[config.mk]
export PLATFORM = sky130hd
export DESIGN_NAME = mem_stage_flat
export DESIGN_NICKNAME = d
export VERILOG_FILES = /design/src/rtl/mem_stage.sv /design/src/rtl/mem_stage_if.sv /design/src/flat_wrapper.sv
export SDC_FILE = /design/constraint.sdc
export NUM_CORES = 1
export LEC_CHECK = 0
export CAP_MARGIN = 5
export CORE_MARGIN = 2
export CORE_UTILIZATION = 35
export CTS_CLUSTER_SIZE = 40
export DETAILED_ROUTE_END_ITERATION = 8
export PLACE_DENSITY_LB_ADDON = 0.05
export SLEW_MARGIN = 0
export SYNTH_ARGS = -nofsm -noshare
export SYNTH_HDL_FRONTEND = slang
export SYNTH_SLANG_ARGS = --single-unit
export TNS_END_PERCENT = 50
[constraint.sdc]
create_clock -name clk -period 6.2 [get_ports clk]
set_input_delay 1.24 -clock clk [delete_from_list [all_inputs] [get_ports clk]]
set_output_delay 1.24 -clock clk [all_outputs]
set_load 0.005 [all_outputs]
[src/rtl/mem_stage.sv]
// MEM stage between EX and WB: issues loads/stores over req/gnt/rvalid, formats load data, passes ALU ops.
// Optional: `define MEM_MISALIGN_CHECK_EN to fault misaligned half/word/double accesses at capture time.
package mem_stage_pkg;
  localparam int XLEN = 64;
  localparam int ALEN = 5;

  typedef struct packed {
    logic            is_valid;
    logic            rf_wr_en;
    logic [ALEN-1:0] rf_wr_addr;
    logic [XLEN-1:0] alu_result;
    logic            mem_rd_en;
    logic            mem_wr_en;
    logic [1:0]      mem_size;
    logic            mem_unsigned;
    logic [XLEN-1:0] rs2_data;
  } interconnection_struct;
endpackage

module mem_stage
  import mem_stage_pkg::*;
#(
  parameter int RESP_TIMEOUT = 255
) (
  input  logic                  clk,
  input  logic                  rst,
  input  interconnection_struct i_ex2all,
  output logic                  o_mem_ready,
  output logic [ALEN-1:0]       o_mem_rd,
  mem_stage_if.master           dmem,
  output interconnection_struct o_mem2all,
  output logic                  o_mem_err
);

  localparam int BEW = XLEN / 8;
  localparam int TW  = $clog2(RESP_TIMEOUT + 1);

  typedef enum logic [1:0] {IDLE, REQ, WAIT} state_e;

  state_e                state_q;
  interconnection_struct hold_q;
  interconnection_struct out_q;
  logic                  err_q;
  logic                  req_q;
  logic [TW-1:0]         timer_q;

  logic [2:0]  lane;
  logic [5:0]  lane_sh;
  logic [3:0]  nbytes;
  logic [15:0] be_wide;

  assign lane    = hold_q.alu_result[2:0];
  assign lane_sh = {lane, 3'b000};
  assign nbytes  = 4'd1 << hold_q.mem_size;
  // Mask is built wide and truncated, so unaligned lanes simply lose the upper bytes.
  assign be_wide = ((16'd1 << nbytes) - 16'd1) << lane;

  assign dmem.req   = req_q;
  assign dmem.we    = hold_q.mem_wr_en;
  assign dmem.addr  = {hold_q.alu_result[XLEN-1:3], 3'b000};
  assign dmem.wdata = hold_q.rs2_data << lane_sh;
  assign dmem.be    = be_wide[BEW-1:0];

  assign o_mem_ready = (state_q == IDLE);
  assign o_mem_rd    = (state_q != IDLE && hold_q.is_valid && hold_q.rf_wr_en) ? hold_q.rf_wr_addr : '0;
  assign o_mem2all   = out_q;
  assign o_mem_err   = err_q;

  function automatic logic [XLEN-1:0] fmt_load(input logic [XLEN-1:0] word, input logic [2:0] ln,
                                               input logic [1:0] sz, input logic uns);
    logic [XLEN-1:0] s;
    s = word >> {ln, 3'b000};
    case (sz)
      2'd0:    fmt_load = uns ? {{(XLEN-8){1'b0}}, s[7:0]}   : {{(XLEN-8){s[7]}}, s[7:0]};
      2'd1:    fmt_load = uns ? {{(XLEN-16){1'b0}}, s[15:0]} : {{(XLEN-16){s[15]}}, s[15:0]};
      2'd2:    fmt_load = uns ? {{(XLEN-32){1'b0}}, s[31:0]} : {{(XLEN-32){s[31]}}, s[31:0]};
      default: fmt_load = s;
    endcase
  endfunction

`ifdef MEM_MISALIGN_CHECK_EN
  function automatic logic misaligned(input logic [1:0] sz, input logic [2:0] a);
    case (sz)
      2'd1:    misaligned = a[0] != 1'b0;
      2'd2:    misaligned = a[1:0] != 2'b00;
      2'd3:    misaligned = a != 3'b000;
      default: misaligned = 1'b0;
    endcase
  endfunction
`endif

  always_ff @(posedge clk) begin
    if (rst) begin
      state_q <= IDLE;
      hold_q  <= '0;
      out_q   <= '0;
      err_q   <= 1'b0;
      req_q   <= 1'b0;
      timer_q <= '0;
    end else begin
      out_q.is_valid <= 1'b0;
      err_q          <= 1'b0;
      case (state_q)
        IDLE: begin
          if (i_ex2all.is_valid) begin
            if (i_ex2all.mem_rd_en || i_ex2all.mem_wr_en) begin
`ifdef MEM_MISALIGN_CHECK_EN
              if (misaligned(i_ex2all.mem_size, i_ex2all.alu_result[2:0])) begin
                out_q          <= i_ex2all;
                out_q.rf_wr_en <= 1'b0;
                err_q          <= 1'b1;
              end else
`endif
              begin
                hold_q  <= i_ex2all;
                req_q   <= 1'b1;
                state_q <= REQ;
              end
            end else begin
              out_q <= i_ex2all;
            end
          end
        end
        REQ: begin
          if (dmem.gnt) begin
            req_q <= 1'b0;
            if (hold_q.mem_wr_en) begin
              out_q   <= hold_q;
              state_q <= IDLE;
            end else if (dmem.rvalid) begin
              out_q            <= hold_q;
              out_q.alu_result <= fmt_load(dmem.rdata, lane, hold_q.mem_size, hold_q.mem_unsigned);
              state_q          <= IDLE;
            end else begin
              timer_q <= '0;
              state_q <= WAIT;
            end
          end
        end
        WAIT: begin
          if (dmem.rvalid) begin
            out_q            <= hold_q;
            out_q.alu_result <= fmt_load(dmem.rdata, lane, hold_q.mem_size, hold_q.mem_unsigned);
            state_q          <= IDLE;
          end else if (timer_q == TW'(RESP_TIMEOUT)) begin
            out_q            <= hold_q;
            out_q.alu_result <= '0;
            err_q            <= 1'b1;
            state_q          <= IDLE;
          end else begin
            timer_q <= timer_q + 1'b1;
          end
        end
        default: state_q <= IDLE;
      endcase
    end
  end

endmodule

[src/rtl/mem_stage_if.sv]
// Data-memory request/response bundle between the MEM stage (master) and the data memory (slave).
// The request side is held stable while req is high; the memory answers with gnt, then rvalid/rdata.
interface mem_stage_if #(
  parameter int XLEN = 64
) ();
  logic              req;
  logic              we;
  logic [XLEN-1:0]   addr;
  logic [XLEN-1:0]   wdata;
  logic [XLEN/8-1:0] be;
  logic              gnt;
  logic              rvalid;
  logic [XLEN-1:0]   rdata;

  modport master (output req, we, addr, wdata, be, input gnt, rvalid, rdata);
  modport slave  (input req, we, addr, wdata, be, output gnt, rvalid, rdata);
endinterface

[src/flat_wrapper.sv]
// flat-port wrapper written by rule: the top's interface ports become plain ports
module mem_stage_flat import mem_stage_pkg::*;
#(
  parameter int RESP_TIMEOUT = 255
)
  (clk, rst, i_ex2all, o_mem_ready, o_mem_rd, o_mem2all, o_mem_err, dmem_req, dmem_we, dmem_addr, dmem_wdata, dmem_be, dmem_gnt, dmem_rvalid, dmem_rdata);
  mem_stage_if #(.XLEN(XLEN)) dmem_i ();
  input  logic clk;
  input  logic rst;
  input  interconnection_struct i_ex2all;
  output logic o_mem_ready;
  output logic [ALEN-1:0] o_mem_rd;
  output interconnection_struct o_mem2all;
  output logic o_mem_err;
  output wire logic [$bits(dmem_i.req)-1:0] dmem_req;
  output wire logic [$bits(dmem_i.we)-1:0] dmem_we;
  output wire logic [$bits(dmem_i.addr)-1:0] dmem_addr;
  output wire logic [$bits(dmem_i.wdata)-1:0] dmem_wdata;
  output wire logic [$bits(dmem_i.be)-1:0] dmem_be;
  input wire logic [$bits(dmem_i.gnt)-1:0] dmem_gnt;
  input wire logic [$bits(dmem_i.rvalid)-1:0] dmem_rvalid;
  input wire logic [$bits(dmem_i.rdata)-1:0] dmem_rdata;
  assign dmem_req = dmem_i.req;
  assign dmem_we = dmem_i.we;
  assign dmem_addr = dmem_i.addr;
  assign dmem_wdata = dmem_i.wdata;
  assign dmem_be = dmem_i.be;
  assign dmem_i.gnt = dmem_gnt;
  assign dmem_i.rvalid = dmem_rvalid;
  assign dmem_i.rdata = dmem_rdata;
  mem_stage #(.RESP_TIMEOUT(RESP_TIMEOUT)) u_core (.clk(clk), .rst(rst), .i_ex2all(i_ex2all), .o_mem_ready(o_mem_ready), .o_mem_rd(o_mem_rd), .dmem(dmem_i), .o_mem2all(o_mem2all), .o_mem_err(o_mem_err));
endmodule
==> flow_metrics.tcl, run 1 <==
set metrics [dict create \
    clockBufferDepth 3 \
    avgSynthCellArea_um2 7.997 \
    drc 0 \
    combPwrFrac_pct 23.3 \
    seq_area_frac_synth_pct 35.36 \
    maxSlewViolCount 0 \
    reg2regPathDepth 6 \
    r2r_start "u_core.hold_q[70]" \
    p_per_area_nw_per_um2 250.3 \
    endpoint_kind "output port" \
    setup_viol 0 \
    synthFlopType "dfxtp_1" \
    worst_pin_slew_ns 1.126 \
    num_rows 79 \
    cts-root-buf "clkbuf_16" \
    clock-sinks 292 \
    worst_path_largest_cell_delay_ns 0.84 \
    asyncSetResetFlopFracSynth_pct 0 \
    numPortBuffers 489 \
    cts_resized 0 \
    hold_violations 0 \
    rsz0062_at_grt "no" \
    regToRegEndpoint "u_core.o_mem2all[123]" \
    cts_tree "built" \
    die_h_um 221.3 \
    p_leak_nw 7.666 \
    period_needed_ns 4.509 \
    switchingPower_mw 1.697 \
    cp-start-kind "register" \
    hp-start "u_core.o_mem2all[67]" \
    dr.pass1.iters 7 \
    grt_pass1_vias 16650 \
    max_cap_violations 0 \
    grt_pass1_wl_um 108900 \
    drt_iter0_markers 1477 \
    postCtsSetupBuffers 0 \
    syn_inst 2067 \
    hpwl_um 51850 \
    cts.hold.buffers_added 0 \
    grt_overflow 0 \
    p_clk_share_pct 37.9 \
    seqPwrFrac_pct 38.8 \
    placed_cell_area_um2 21120 \
    p_int_mw 3.890 \
    routed_wl_um 74560 \
    num-nets-final 2561 \
    yosys_warnings 0 \
    initial_utilization_pct 35.50 \
    syn_to_final_growth_pct 35.05 \
    status "completed" \
    postLayoutCellArea_um2 22320 \
    crit_path_max_fanout 98 \
    dieArea_um2 48980 \
    timing.hold.ws_ns 0.4594 \
    core_um2 46560 \
    ys_ff_latch 292 \
    cts.clk_slew.worst_paths_ns 0.05 \
    worstHoldPathCells 2 \
    fin_crit_sh_pct 72.72 \
    die_x_um 221.3 \
    p_sw_share_pct 30.37 \
    io_pins 493 \
    min_to "u_core.o_mem2all[67]" \
    final_util_pct 47.95 \
    grt_max_degree 134 \
    crit_slowest_cell "dfxtp_4" \
    ir_drop_v 0.0001566 \
    rrSetupSlack_ns 2.18 \
    drt.antenna.violating_nets 0 \
    cts-buffers-inserted 37 \
    fmax_ghz 0.2218 \
    cp.arrival_ns 3.27 \
    antenna_found_initial 8 \
    via_per_inst 5.813 \
    final.setup.tns_ns 0 \
    post_drt_wl_per_cell_um 24.91 \
    finClkSkew_ns 0.01941 \
    synth_cell_types 69 \
    maxSlewHeadroom_pct 24.79 \
    vias 17400 \
    drive_above_1_share_pct 6.768 \
    gp_congestion 0.9139 \
    crit_type "reg2out" \
    holdCritPathClass "reg2reg" \
    grt.total_usage_pct 28.81 \
    crit_chain "buf_12, mux2i_1, nand2_1, o21ai_0, clkdlybuf4s50_1" \
    cts_htree_levels 2 \
    synth_edf_count 0 \
    required_ns 4.96 \
    clk-insertion-delay-late_ns 0.55 \
    fin_ws_ns 1.691 \
    dp_slack_ns 1.791 \
    syn_area_um2 16530 \
]
==> how the worst max path moves through the flow <==
stage | start | endpoint
6_report | u_core.hold_q[69] | dmem_wdata[63]
5_1_grt | u_core.hold_q[69] | dmem_wdata[39]
4_1_cts | u_core.hold_q[69] | dmem_wdata[63]
3_5_place_dp | dmem_gnt | u_core.o_mem2all[102]
3_3_place_gp | dmem_gnt | u_core.o_mem2all[112]
2_1_floorplan | u_core.hold_q[70] | dmem_wdata[48]
==> state kept, by name, indices dropped and copies added, names as in the netlist <==
register / flops
u_core.state_q: 2
u_core.dmem.addr: 61
u_core.o_mem2all: 140
u_core.o_mem_err: 1
u_core.dmem.we: 1
u_core.hold_q: 78
u_core.timer_q: 8
u_core.dmem.req: 1
==> per-stage QoR <==
stage / cells / total power, mW
after global placement: 2920 / 3.487
final: 2993 / 5.587
after floorplan: 2069 / 2.814
after detailed placement: 2920 / 3.496
after global routing: 2993 / 5.815
after CTS: 2986 / 5.624
==> critical path, delay by kind of cell (launching register included) <==
| family | cells | cell delay (ns) |
|---|---|---|
| AOI/OAI and AO/OA | 1 | 0.29 |
| buffers and inverters | 2 | 1.08 |
| DFF | 1 | 0.84 |
| muxes | 1 | 0.35 |
| and+or+nand+nor | 1 | 0.08 |
==> per-layer routing <==
layer	vias up	GRT usage, %	part of all wire, %
met1	8495	35.22	40
li1	8069	-	-
met3	104	6.082	7.4
met5	-	0	0.021
met4	2	9.396	2.9
met2	729	50.22	50
==> power groups by stage <==
stage	clock (mW)	combinational [mW]	sequential (mW)
2_1_floorplan	0	0.677	2.14
3_3_place_gp	0	1.28	2.20
3_5_place_dp	0	1.29	2.20
4_1_cts	2.16	1.30	2.17
5_1_grt	2.24	1.40	2.18
6_report	2.12	1.30	2.17
==> cells in the mapped netlist, types with 14 or more instances <==
library cell | count | area share [%]
nand2_1 | 359 | 8.2
dfxtp_1 | 292 | 35
a21oi_1 | 259 | 7.8
nor2_1 | 158 | 3.6
mux2i_1 | 127 | 7.7
clkbuf_1 | 125 | 2.8
a221oi_1 | 90 | 4.8
nor3_1 | 81 | 2.5
buf_4 | 75 | 3.4
buf_2 | 61 | 1.8
a222oi_1 | 46 | 2.8
o21ai_0 | 38 | 1.2
o2bb2ai_1 | 38 | 2.0
a211oi_1 | 34 | 1.5
o22ai_1 | 29 | 1.1
mux2_2 | 26 | 1.8
nand2b_1 | 23 | 0.87
nor2b_1 | 22 | 0.83
o31ai_1 | 17 | 0.77
and3_1 | 15 | 0.57
mux4_2 | 14 | 1.9
==> cell type report <==
type	count	area, um2
Tap cell	607	759.5
Antenna cell	7	17.52
Clock inverter	10	67.56
Multi-Input combinational cell	1500	9335
Timing Repair Buffer	515	5145
Fill cell	4539	24230
Sequential cell	292	5857
Inverter	6	22.52
Clock buffer	56	1119
==> layout by cell type (no fill, tap or decap), types with 4 or more instances in the layout <==
cell type        synthesis  routed
clkdlybuf4s50_1          0     488
nand2_1                359     359
dfxtp_1                292     289
a21oi_1                259     259
nor2_1                 158     157
mux2i_1                127     127
a221oi_1                90      90
nor3_1                  81      79
a222oi_1                46      46
o21ai_0                 38      38
o2bb2ai_1               38      38
clkbuf_16                0      38
a211oi_1                34      34
o22ai_1                 29      29
mux2_2                  26      26
nand2b_1                23      23
nor2b_1                 22      22
buf_4                   75      22
o31ai_1                 17      17
and3_1                  15      15
mux4_2                  14      14
and4b_1                 13      13
a31o_2                  13      13
and2_1                  12      11
clkbuf_8                 0      10
o211ai_1                 8       8
a2bb2oi_1                8       8
clkbuf_1               125       8
diode_2                  0       7
clkinv_2                 0       7
a211o_1                  6       6
inv_1                    5       5
xor2_1                   4       4
buf_12                   0       4
==> kinds of logic (layout without fill, tap and decap cells) <==
group	after synthesis	in the layout	share of synthesized area, %
xor gates and xnor gates	4	4	0.2119
other	1	10	0.02269
AOI/OAI and AO/OA	617	617	25.52
buffers and inverters	277	587	8.591
muxes	167	167	11.37
and+or+nand+nor	708	708	18.84
DFF	292	292	35.36
adders and majority gates	1	1	0.07568
No activity file was read; power rests on OpenSTA's default activity.
==> run 2: changes to the inputs <==
Clock period 6.2 ns to 3.9 ns, I/O delays scaled along.
==> run 2 against run 1 <==
Non-clock buffer count up 26. Worst setup slack lost 1.4 ns. Clock skew is 0.023 ns higher. Cell count increased by 0.94%. Flip-flop and latch count did not move. Register-to-register slack lost 1.3 ns. Global-route usage grew 0.31 points. Critical endpoint is now dmem_be[4]. Highest routed layer unchanged. First-iteration DRC count rose by 24%. Largest cell class unchanged. Clock-buffer cell count is 2 lower. Via count grew 1.0%. Sequential share of layout area decreased by 0.34 points. Combinational power rose by 64%.
==> flow_metrics.tcl, run 2 (same netlist as run 1, synthesis figures left out) <==
set metrics [dict create \
    syn_to_final_growth_pct 36.80 \
    io_pins 493 \
    final_cell_mix "clkdlybuf4s50_1, nand2_1, dfxtp_1" \
    numPortBuffers 489 \
    min_to "u_core.o_mem2all[67]" \
    cts.clk_slew.worst_paths_ns 0.06 \
    critical_path.top_delay_family "flip-flops" \
    hold_violations 0 \
    p_leak_nw 7.802 \
    routed_wl_um 75450 \
    dieArea_um2 48980 \
    final_cells 3021 \
    drive_above_1_share_pct 7.580 \
    clock-sinks 292 \
    worst_path_largest_cell_delay_ns 0.76 \
    core_um2 46560 \
    reg2regPathDepth 6 \
    post_drt_wl_per_cell_um 24.97 \
    postLayoutCellArea_um2 22610 \
    setup_viol 0 \
    cts_htree_levels 2 \
    fmax_ghz 0.2738 \
    num-nets-final 2585 \
    cts_tree "built" \
    p_per_area_nw_per_um2 392.1 \
    holdCritPathClass "reg2reg" \
    placed_cell_area_um2 21410 \
    rsz0062_at_grt "no" \
    gp_congestion 0.9153 \
    maxSlewViolCount 0 \
    num_rows 79 \
    finClkSkew_ns 0.04244 \
    cts-root-buf "clkbuf_16" \
    grt.total_usage_pct 29.11 \
    drc 0 \
    cts.hold.buffers_added 0 \
    antenna_found_initial 15 \
    maxSlewHeadroom_pct 32.01 \
    final.setup.tns_ns 0 \
    cp.arrival_ns 2.87 \
    final_util_pct 48.57 \
    crit_type "reg2out" \
    required_ns 3.12 \
    drt.antenna.violating_nets 0 \
    status "completed" \
    cts-buffers-inserted 35 \
    worstHoldPathCells 2 \
    crit_slowest_cell "dfxtp_1" \
    rrSetupSlack_ns 0.86 \
    die_x_um 221.3 \
    r2r_start "u_core.state_q[1]" \
    crit_path_max_fanout 14 \
    fin_crit_sh_pct 93.65 \
    initial_utilization_pct 35.50 \
    cp-start-kind "register" \
    hp-start "u_core.o_mem2all[67]" \
    fin_ws_ns 0.2478 \
    endpoint_kind "output port" \
    drt_iter0_markers 1828 \
    clockBufferDepth 3 \
    die_h_um 221.3 \
    nFillCells 4534 \
    hpwl_um 52920 \
    ir_drop_v 0.0002751 \
    path_buf_inv 1 \
    clk-insertion-delay-late_ns 0.56 \
    dp_slack_ns 0.6029 \
    crit_chain "and2_0, nor2_1, o22ai_1, clkdlybuf4s50_1" \
    largest_register_ffs 140 \
    max_cap_violations 0 \
    period_needed_ns 3.652 \
    grt_max_degree 142 \
    placed_cells 2944 \
    vias 17580 \
    worst_pin_slew_ns 1.017 \
    regToRegEndpoint "u_core.o_mem2all[22]" \
    cts_resized 0 \
    via_per_inst 5.819 \
    grt_overflow 0 \
    worst-path-stages 4 \
    grt_pass1_wl_um 110100 \
    grt_pass1_vias 16600 \
    dr.pass1.iters 8 \
    layout_commonest_cell "clkdlybuf4s50_1" \
]
-- run 2: cell count changes in the layout (fill, tap and decap cells not counted), moves of 2 or more --
cell,previous run,this run
diode_2,7,13
buf_12,4,14
buf_4,22,38
clkbuf_16,38,36
clkinv_2,7,4
-- run 2: worst max path at each step --
stage                      endpoint  slack [ns]              start
3_5_place_dp   u_core.o_mem2all[37]        0.60        dmem_rvalid
4_1_cts              dmem_wdata[62]        0.11  u_core.hold_q[70]
3_3_place_gp   u_core.o_mem2all[76]        0.64           dmem_gnt
5_1_grt                  dmem_be[4]        0.09  u_core.hold_q[65]
6_report                 dmem_be[4]        0.25  u_core.hold_q[65]
2_1_floorplan        dmem_wdata[48]        1.31  u_core.hold_q[70]
-- run 2: tightest hold or removal path: stages (launching register included) --
cell	delay [ns]
dfxtp_1	0.31
nand2_1	0.05
a21oi_1	0.05
-- run 2: stage by stage --
stage | power (mW) | hold slack [ns]
after floorplan | 4.473 | 0.4365
after global placement | 5.590 | 0.4407
after detailed placement | 5.601 | 0.4485
after CTS | 8.921 | 0.4575
after global routing | 9.214 | 0.4900
final | 8.866 | 0.4585
-- run 2: layer usage --
metal,share of wire [%],vias to the layer above,global-route usage [%]
li1,-,8136,-
met1,41,8572,36.76
met2,49,756,49.65
met3,7.4,110,6.002
met4,2.8,6,9.050
met5,0.046,-,0
-- run 2: final cells by class --
| class | instances | area [um2] | area share, % |
|---|---|---|---|
| Multi-Input combinational cell | 1500 | 9335 | 41.28 |
| Sequential cell | 292 | 5857 | 25.90 |
| Timing Repair Buffer | 541 | 5465 | 24.17 |
| Clock buffer | 54 | 1059 | 4.681 |
| Tap cell | 607 | 759.5 | 3.359 |
| Clock inverter | 8 | 82.58 | 0.3652 |
| Antenna cell | 13 | 32.53 | 0.1439 |
| Inverter | 6 | 22.52 | 0.09960 |
-- run 2: power by group --
| group | internal [mW] | switching, mW | leakage (nW) | total [mW] |
|---|---|---|---|---|
| Clock | 1.94 | 1.36 | 0.560 | 3.30 |
| Combinational | 1.04 | 1.09 | 4.85 | 2.13 |
| Sequential | 3.20 | 0.237 | 2.39 | 3.44 |
| Total | 6.18 | 2.69 | 7.80 | 8.87 |
-- run 2: what timing repair did --
item | 4_1_cts | 5_1_grt
buffers inserted | 0 | 1
hold endpoints to repair | 0 | 0
setup endpoints to repair | 0 | 1
